## src/rtl/pe_ctx_seq_if.sv

```systemverilog
// Context-load port of pe_ctx_seq: one valid/ready transfer per accepted word.
interface pe_ctx_seq_if #(
  parameter int ctrl_width = 10
);
  logic                  cfg_valid;
  logic                  cfg_ready;
  logic [ctrl_width-1:0] cfg_word;
  logic                  cfg_last;

  modport master (output cfg_valid, output cfg_word, output cfg_last, input cfg_ready);
  modport slave  (input cfg_valid, input cfg_word, input cfg_last, output cfg_ready);
endinterface

```

## src/rtl/pe_ctx_seq.sv

```systemverilog
// Per-PE context sequencer: loads a program of control words, then replays it onto ctrl.
// Define PE_CTX_LOOP_EN to add the loop_cnt port and repeated replay.
module pe_ctx_seq #(
  parameter int                    ctrl_width = 10,
  parameter int                    depth      = 16,
  parameter logic [ctrl_width-1:0] idle_word  = '1
) (
  input  logic                       clk,
  input  logic                       rst,
  pe_ctx_seq_if.slave                cfg,
  input  logic                       clear,
  input  logic                       start,
`ifdef PE_CTX_LOOP_EN
  input  logic [7:0]                 loop_cnt,
`endif
  output logic [ctrl_width-1:0]      ctrl,
  output logic                       ctrl_valid,
  output logic [$clog2(depth)-1:0]   ctx_idx,
  output logic                       busy,
  output logic                       done
);
  localparam int AW = $clog2(depth);

  typedef enum logic [1:0] {S_IDLE, S_LOAD, S_LOADED, S_RUN} state_t;

  state_t                r_state, w_nxt_state;
  logic [ctrl_width-1:0] r_mem [depth];
  logic [AW-1:0]         r_wr_ptr, r_rd_ptr, w_nxt_rd;
  logic [AW:0]           r_len;
  logic [ctrl_width-1:0] r_ctrl;
  logic                  r_ctrl_valid, r_done;
  logic [AW-1:0]         r_ctx_idx;
  logic                  w_xfer, w_rd_last, w_nxt_iter_zero, w_run_last;
`ifdef PE_CTX_LOOP_EN
  logic [7:0]            r_iter, w_nxt_iter;
`endif

  assign cfg.cfg_ready = (r_state == S_IDLE) || (r_state == S_LOAD);
  assign w_xfer        = cfg.cfg_valid & cfg.cfg_ready;
  assign w_rd_last     = ({1'b0, r_rd_ptr} == r_len - (AW+1)'(1));
  assign busy          = (r_state == S_RUN);
  assign ctrl          = r_ctrl;
  assign ctrl_valid    = r_ctrl_valid;
  assign ctx_idx       = r_ctx_idx;
  assign done          = r_done;

  always_comb begin
    w_nxt_state = r_state;
    w_nxt_rd    = r_rd_ptr;
`ifdef PE_CTX_LOOP_EN
    w_nxt_iter  = r_iter;
`endif
    case (r_state)
      S_IDLE, S_LOAD: begin
        if (w_xfer)
          w_nxt_state = (cfg.cfg_last || r_wr_ptr == AW'(depth-1)) ? S_LOADED : S_LOAD;
      end
      S_LOADED: begin
        if (clear) begin
          w_nxt_state = S_IDLE;
        end else if (start) begin
          w_nxt_state = S_RUN;
          w_nxt_rd    = '0;
`ifdef PE_CTX_LOOP_EN
          w_nxt_iter  = loop_cnt;
`endif
        end
      end
      S_RUN: begin
        if (w_rd_last) begin
`ifdef PE_CTX_LOOP_EN
          if (r_iter != '0) begin
            w_nxt_rd   = '0;
            w_nxt_iter = r_iter - 8'd1;
          end else begin
            w_nxt_state = S_LOADED;
          end
`else
          w_nxt_state = S_LOADED;
`endif
        end else begin
          w_nxt_rd = r_rd_ptr + AW'(1);
        end
      end
      default: w_nxt_state = S_IDLE;
    endcase
  end

`ifdef PE_CTX_LOOP_EN
  assign w_nxt_iter_zero = (w_nxt_iter == '0);
`else
  assign w_nxt_iter_zero = 1'b1;
`endif
  assign w_run_last = ({1'b0, w_nxt_rd} == r_len - (AW+1)'(1)) && w_nxt_iter_zero;

  always_ff @(posedge clk) begin
    if (w_xfer && !rst)
      r_mem[r_wr_ptr] <= cfg.cfg_word;
  end

  // Output registers load from the next-state word so mem[0] appears the cycle right after start.
  always_ff @(posedge clk) begin
    if (rst) begin
      r_state      <= S_IDLE;
      r_wr_ptr     <= '0;
      r_rd_ptr     <= '0;
      r_len        <= '0;
`ifdef PE_CTX_LOOP_EN
      r_iter       <= '0;
`endif
      r_ctrl       <= idle_word;
      r_ctrl_valid <= 1'b0;
      r_ctx_idx    <= '0;
      r_done       <= 1'b0;
    end else begin
      r_state  <= w_nxt_state;
      r_rd_ptr <= w_nxt_rd;
`ifdef PE_CTX_LOOP_EN
      r_iter   <= w_nxt_iter;
`endif
      if (r_state == S_LOADED && clear) begin
        r_wr_ptr <= '0;
      end else if (w_xfer) begin
        r_wr_ptr <= r_wr_ptr + AW'(1);
        if (w_nxt_state == S_LOADED)
          r_len <= {1'b0, r_wr_ptr} + (AW+1)'(1);
      end
      if (w_nxt_state == S_RUN) begin
        r_ctrl       <= r_mem[w_nxt_rd];
        r_ctrl_valid <= 1'b1;
        r_ctx_idx    <= w_nxt_rd;
        r_done       <= w_run_last;
      end else begin
        r_ctrl       <= idle_word;
        r_ctrl_valid <= 1'b0;
        r_ctx_idx    <= '0;
        r_done       <= 1'b0;
      end
    end
  end
endmodule

```

## src/flat_wrapper.sv

```systemverilog
// flat-port wrapper written by rule: the top's interface ports become plain ports
module pe_ctx_seq_flat 
#(
  parameter int                    ctrl_width = 10,
  parameter int                    depth      = 16,
  parameter logic [ctrl_width-1:0] idle_word  = '1
)
  (clk, rst, clear, start, ctrl, ctrl_valid, ctx_idx, busy, done, cfg_cfg_valid, cfg_cfg_word, cfg_cfg_last, cfg_cfg_ready);
  pe_ctx_seq_if #(.ctrl_width(ctrl_width)) cfg_i ();
  input  logic clk;
  input  logic rst;
  input  logic clear;
  input  logic start;
  output logic [ctrl_width-1:0] ctrl;
  output logic ctrl_valid;
  output logic [$clog2(depth)-1:0] ctx_idx;
  output logic busy;
  output logic done;
  input wire logic [$bits(cfg_i.cfg_valid)-1:0] cfg_cfg_valid;
  input wire logic [$bits(cfg_i.cfg_word)-1:0] cfg_cfg_word;
  input wire logic [$bits(cfg_i.cfg_last)-1:0] cfg_cfg_last;
  output wire logic [$bits(cfg_i.cfg_ready)-1:0] cfg_cfg_ready;
  assign cfg_i.cfg_valid = cfg_cfg_valid;
  assign cfg_i.cfg_word = cfg_cfg_word;
  assign cfg_i.cfg_last = cfg_cfg_last;
  assign cfg_cfg_ready = cfg_i.cfg_ready;
  pe_ctx_seq #(.ctrl_width(ctrl_width), .depth(depth), .idle_word(idle_word)) u_core (.clk(clk), .rst(rst), .cfg(cfg_i), .clear(clear), .start(start), .ctrl(ctrl), .ctrl_valid(ctrl_valid), .ctx_idx(ctx_idx), .busy(busy), .done(done));
endmodule
```

## config.mk

```make
export PLATFORM = sky130hd
export DESIGN_NAME = pe_ctx_seq_flat
export DESIGN_NICKNAME = d
export VERILOG_FILES = /design/src/rtl/pe_ctx_seq_if.sv /design/src/rtl/pe_ctx_seq.sv /design/src/flat_wrapper.sv
export SDC_FILE = /design/constraint.sdc
export NUM_CORES = 1
export LEC_CHECK = 0
export CAP_MARGIN = 20
export CORE_ASPECT_RATIO = 1.25
export CORE_MARGIN = 2
export CORE_UTILIZATION = 55
export CTS_CLUSTER_SIZE = 24
export DETAILED_ROUTE_END_ITERATION = 10
export PLACE_DENSITY = 0.73
export SLEW_MARGIN = 20
export SYNTH_ARGS = -nofsm -noshare
export SYNTH_HDL_FRONTEND = slang
export SYNTH_SLANG_ARGS = --single-unit
```

## constraint.sdc

```tcl
create_clock -name clk -period 4.85 [get_ports clk]
set_clock_uncertainty 0.15 [all_clocks]
set_input_delay 0.97 -clock clk [delete_from_list [all_inputs] [get_ports clk]]
set_output_delay 0.97 -clock clk [all_outputs]
set_load 0.02 [all_outputs]
```

* Word-level counts from Yosys, hierarchy flattened *
Memories as Yosys holds them, arrays and structs flattened. A register that Yosys moved wholly into a read port is not among the register bits.
Cells that the tools add are included.

storage, ports and cells
  logic and storage cells = 46
  output and inout bits = 18
  memories kept = 1
  bits in registers = 21
  memory bits (writable) = 160
  input port bits = 16

memory list
  name          depth  bits a word  rd ports  clocked after Yosys merged registers in  write ports  line              source
  u_core.r_mem  16     10           1         1                                        1            pe_ctx_seq.sv:27  logic [ctrl_width-1:0] r_mem [depth];

operators by class
  muxes and demuxes = 13
  bitwise gates (word level) = 3
  reductions and logical operators = 10
  add/sub/neg operators = 4
  equality and inequality tests = 8

operators with widths
  kind                   count
  $mux W4                3
  $eq A4 B5 Y1           2
  $mux W2                5
  $add A4 B1 Y4 const B  2
  $eq A2 B2 Y1 const B   4
  $pmux W4 S2            1
  $pmux W2 S3            1
  $reduce_or A2 Y1       3
  $add A4 B1 Y5 const B  1
  $sub A5 B1 Y5 const B  1
  $eq A4 B4 Y1 const B   1
  $mux W1                3
  $reduce_and A3 Y1      1
  $eq A2 B1 Y1 const B   1
  $logic_and A1 B1 Y1    2
  $logic_not A2 Y1       1
  $logic_or A1 B1 Y1     2
  $not A1 Y1             2
  $and A1 B1 Y1          1
  $logic_not A1 Y1       1

* Logic depth before layout (Yosys ltp) *
  word-level depth = 8
  mapped depth = 14
  gate-level depth less buffers = 10

* Least setup slack after synthesis *
Ideal clock, no wire load.

  path kind = register to register
  from = register u_core.r_len[0]
  to = register u_core.r_ctrl[0], in the netlist u_core.ctrl[0] (read register of u_core.r_mem)
  setup slack = 1.854 ns
  setup time = 0.086 ns
  clock period less this slack = 2.996 ns
  arrival time = 2.759 ns
  cell stages (with the launch flop) = 13
  buffers on the path = 3
  data required time = 4.614 ns
  cells stage by stage = dfxtp_1 buf_2 inv_1 ha_1 nor3b_2 xnor2_1 nand2_1 o2111ai_1 o311a_1 clkbuf_1 clkbuf_1 mux2_2 a221oi_2

on the way
  longest elaborated chain between the ends = 7
  elaborated cells on any way between the ends = 9
  those cells by class = 1 x add/sub; 2 x eq/ne; 4 x mux; 1 x bitwise; 1 x reduce/logical

ends and longest elaborated chain
  what                               line               source
  from (decl)                        pe_ctx_seq.sv:29   logic [AW:0] r_len;
  from (signal assigned)             pe_ctx_seq.sv:126  r_len <= {1'b0, r_wr_ptr} + (AW+1)'(1);
  $sub A5 B1 Y5 (*)                  pe_ctx_seq.sv:40   assign w_rd_last = ({1'b0, r_rd_ptr} == r_len - (AW+1)'(1));
  $eq A4 B5 Y1 (*)                   pe_ctx_seq.sv:40
  $mux W2                            pe_ctx_seq.sv:70   if (w_rd_last) begin
  $pmux W2 S3                        pe_ctx_seq.sv:53   case (r_state)
  $eq A2 B2 Y1                       pe_ctx_seq.sv:128  if (w_nxt_state == S_RUN) begin
  $not A1 Y1 (no source line)        n/a
  $reduce_or A2 Y1 (no source line)  n/a
  to (decl)                          pe_ctx_seq.sv:30   logic [ctrl_width-1:0] r_ctrl;

Mark *: on every way between the ends. The rest lies on a longest branch, timed or not.
A chain may end at the register's enable or synchronous reset.

* Worst setup path in the final report *
  from = register u_core.r_len[0]
  to = register u_core.r_ctrl[3], in the netlist u_core.ctrl[3] (read register of u_core.r_mem)

The elaborated chain is that of the path after synthesis.

==> results.sh <==
export IMPL_status="completed"
export IMPL_r2r_cells=11
export IMPL_synth_area_leaders="edfxtp_1 (57%), dfxtp_1 (7.4%), nand3_1 (3.8%)"
export IMPL_yosys_warnings=0
export IMPL_grt_max_degree=60
export IMPL_max_slew_margin_rel=0.413
export IMPL_period_needed_ns=3.93
export IMPL_crit_buf_inv=2
export IMPL_cp_cell_sequence="inv_1 > ha_1 > nor3b_2 > xnor2_1 > a21oi_1 > o21ai_4 > buf_4 > a21oi_1 > o41ai_2 > o22ai_1 > a221oi_2"
export IMPL_antenna_found_initial=0
export IMPL_portBuffers=33
export IMPL_mostFrequentLayoutCell="edfxtp_1"
export IMPL_worstReg2RegEnd="u_core.ctrl[3]"
export IMPL_gp_congestion=0.895
export IMPL_vias=5642
export IMPL_diodes=0
export IMPL_hold_start="u_core.r_len[1]"
export IMPL_postCtsHoldBufs=0
export IMPL_timing_hold_ws_ns=0.397
export IMPL_drc=0
export IMPL_finalPower_uw=3440
export IMPL_fin_crit_sh=0.811
export IMPL_drv_cap=0
export IMPL_cp_num_cells=11
export IMPL_wl_per_cell_um=23.3
export IMPL_yosys_area_top_type="edfxtp_1"
export IMPL_critPathMaxFanout=31
export IMPL_rrSetupSlack_ns=0.92
export IMPL_cts_buffer_depth=2
export IMPL_placed_cells=830
export IMPL_dieArea_um2=16300
export IMPL_die_w_um=114
export IMPL_routed_top_layer="met4"
export IMPL_hold_class="reg -> reg"
export IMPL_fin_nets=689
export IMPL_maxSlewViolCount=0
export IMPL_cts_setup_buffers=0
export IMPL_synthArstFlopShare=0
export IMPL_fin_setup_tns_ns=0
export IMPL_start_kind="flop"
export IMPL_ant_nets=0
export IMPL_grt_pass1_vias=5448
export IMPL_viasPerCell=6.55
export IMPL_first_pass_iters=5
export IMPL_drive_above_1_share=0.159
export IMPL_critPathLaunch="u_core.r_len[0]"
export IMPL_row_count=50
export IMPL_crit_path_end_kind="flop"
export IMPL_synth_area_um2=8390
export IMPL_layout_common_cells="edfxtp_1 (160), nand3_1 (63), nor2_1 (46)"
export IMPL_syn_area_per_cell_um2=13.2
export IMPL_fin_cells=862
export IMPL_worstSetupPathType="reg -> reg"
export IMPL_timing_rr_start="u_core.r_len[0]"
export IMPL_synth_ff_type="edfxtp_1"
export IMPL_ios=34
export IMPL_critPathTopFamily="compound AO/OA/AOI/OAI gates"
export IMPL_drt_met1_wl_um=7710
export IMPL_synth_seq_cells=191
export IMPL_fin_area_um2=9570
export IMPL_start_util=0.561
export IMPL_core_area_um2=15000
export IMPL_hpwl_um=11900
export IMPL_synth_fp_nets=656
export IMPL_dr_wl_met3_um=1460
export IMPL_required_ns=5.03
export IMPL_synth_cells=634
export IMPL_power_leakage_uw=0.00321
export IMPL_routed_wl_um=20100
export IMPL_die_h_um=142
export IMPL_clk_pin_slew_ns=0.07
export IMPL_drt_first_iter_violations=575
export IMPL_whs_path_depth=2
export IMPL_worst_slew_pin_slew_ns=0.880
export IMPL_synth_top_area_frac=0.573
export IMPL_grt_pass1_wl_um=30100
export IMPL_grt_remaining_overflow=0
export IMPL_finalSetupViolations=0
export IMPL_p_per_area_nw_per_um2=359
export IMPL_max_vdd_ir_drop_v=0.000252
export IMPL_cts_tree="built"
export IMPL_crit_path_top_delay_cell="o21ai_4"
export IMPL_htree_levels=4
export IMPL_cts_buffers=17
export IMPL_yosysSeqAreaShare=0.647
export IMPL_final_hold_viol_count=0
export IMPL_max_freq_ghz=0.254
export IMPL_rsz0062_at_grt="no"
export IMPL_placed_area_um2=8950
export IMPL_grt_usage=0.253
export IMPL_synth_distinct_cells=49
export IMPL_arrival_ns=4.11
export IMPL_clock_sinks=191
export IMPL_clock_latency_ns=0.43
export IMPL_min_to="u_core.r_len[1]"
export IMPL_cts_resized=0
export IMPL_area_growth_pct=14.1
export IMPL_dr_wl_met2_um=10000
export IMPL_slowest_delay_ns=0.76
export IMPL_crit_top_cell="a21oi_1"
export IMPL_cts_root_buffer="clkbuf_16"
export IMPL_synth_enable_flop_cells=160
==> worst register-to-register path, stage by stage (launching register included) <==
cell      delay, ns
dfxtp_1        0.44
inv_1          0.07
ha_1           0.26
nor3b_2        0.20
xnor2_1        0.25
a21oi_1        0.31
o21ai_4        0.77
buf_4          0.46
a21oi_1        0.15
o41ai_2        0.34
o22ai_1        0.16
a221oi_2       0.28
==> area by class of cell <==
type | count | area [µm²]
Clock buffer | 19 | 433
Inverter | 12 | 45.0
Multi-Input combinational cell | 386 | 2730
Clock inverter | 13 | 179
Sequential cell | 191 | 5430
Fill cell | 1096 | 5380
Timing Repair Buffer | 59 | 526
Tap cell | 182 | 228
==> where the power goes <==
part	internal [µW]	total (µW)	switching (µW)
sequential	1790	1800	12.0
combinational	73.7	202	129
clock	824	1430	609
total	2690	3440	750
==> cell families (layout without fill, tap and decap cells) <==
logic type,Yosys count,count (layout),share of synthesized area
flops,191,191,0.647
simple gates,169,169,0.0970
compound gates,158,158,0.152
buf+inv,57,103,0.0331
mux,35,35,0.0436
xor+xnor,18,18,0.0188
fa+ha+maj,6,6,0.00895
==> Yosys cell counts, types with 2 or more instances <==
master / instances
a311oi_1: 2
buf_4: 5
a31oi_1: 2
o41ai_1: 3
a221oi_2: 9
a21oi_2: 2
nor3_1: 26
nand2_1: 18
edfxtp_1: 160
buf_6: 4
a21oi_1: 25
nand2b_1: 2
mux2_2: 12
dfxtp_1: 31
buf_2: 12
o41ai_2: 16
a211oi_1: 34
a21o_1: 3
o21ai_1: 2
inv_1: 12
and2_1: 4
nand3_1: 63
o21ai_0: 41
o22ai_1: 9
xor2_1: 4
xnor2_1: 14
mux2i_1: 23
nor2b_1: 3
nor2_1: 46
ha_1: 6
clkbuf_1: 23
==> through the flow <==
step	utilization	setup slack, ns
final	0.640	0.916
after floorplan	-	1.85
after detailed placement	0.599	0.778
after global placement	0.599	0.895
after global routing	0.640	0.693
after CTS	0.640	0.787
==> sequential cells by signal, indices dropped and copies added, names as in the netlist <==
register	flops
u_core.ctrl	10
u_core.ctrl_valid	1
u_core.ctx_idx	4
u_core.done	1
u_core.r_len	5
u_core.r_mem	160
u_core.r_rd_ptr	4
u_core.r_state	2
u_core.r_wr_ptr	4
==> how the worst max path moves through the flow <==
stage	slack, ns	to
floorplan	1.85	u_core.ctrl[0]
global placement	0.90	u_core.ctrl[3]
CTS	0.79	u_core.ctrl[3]
global route	0.69	u_core.ctrl[3]
detailed placement	0.78	u_core.ctrl[3]
finish	0.92	u_core.ctrl[3]
==> layer usage <==
metal,vias to the layer above,GRT usage
met5,-,0
met4,0,0.148
met2,291,0.416
met1,2764,0.317
li1,2525,-
met3,62,0.0375
Note: power is estimated with default switching activity, not from simulation.
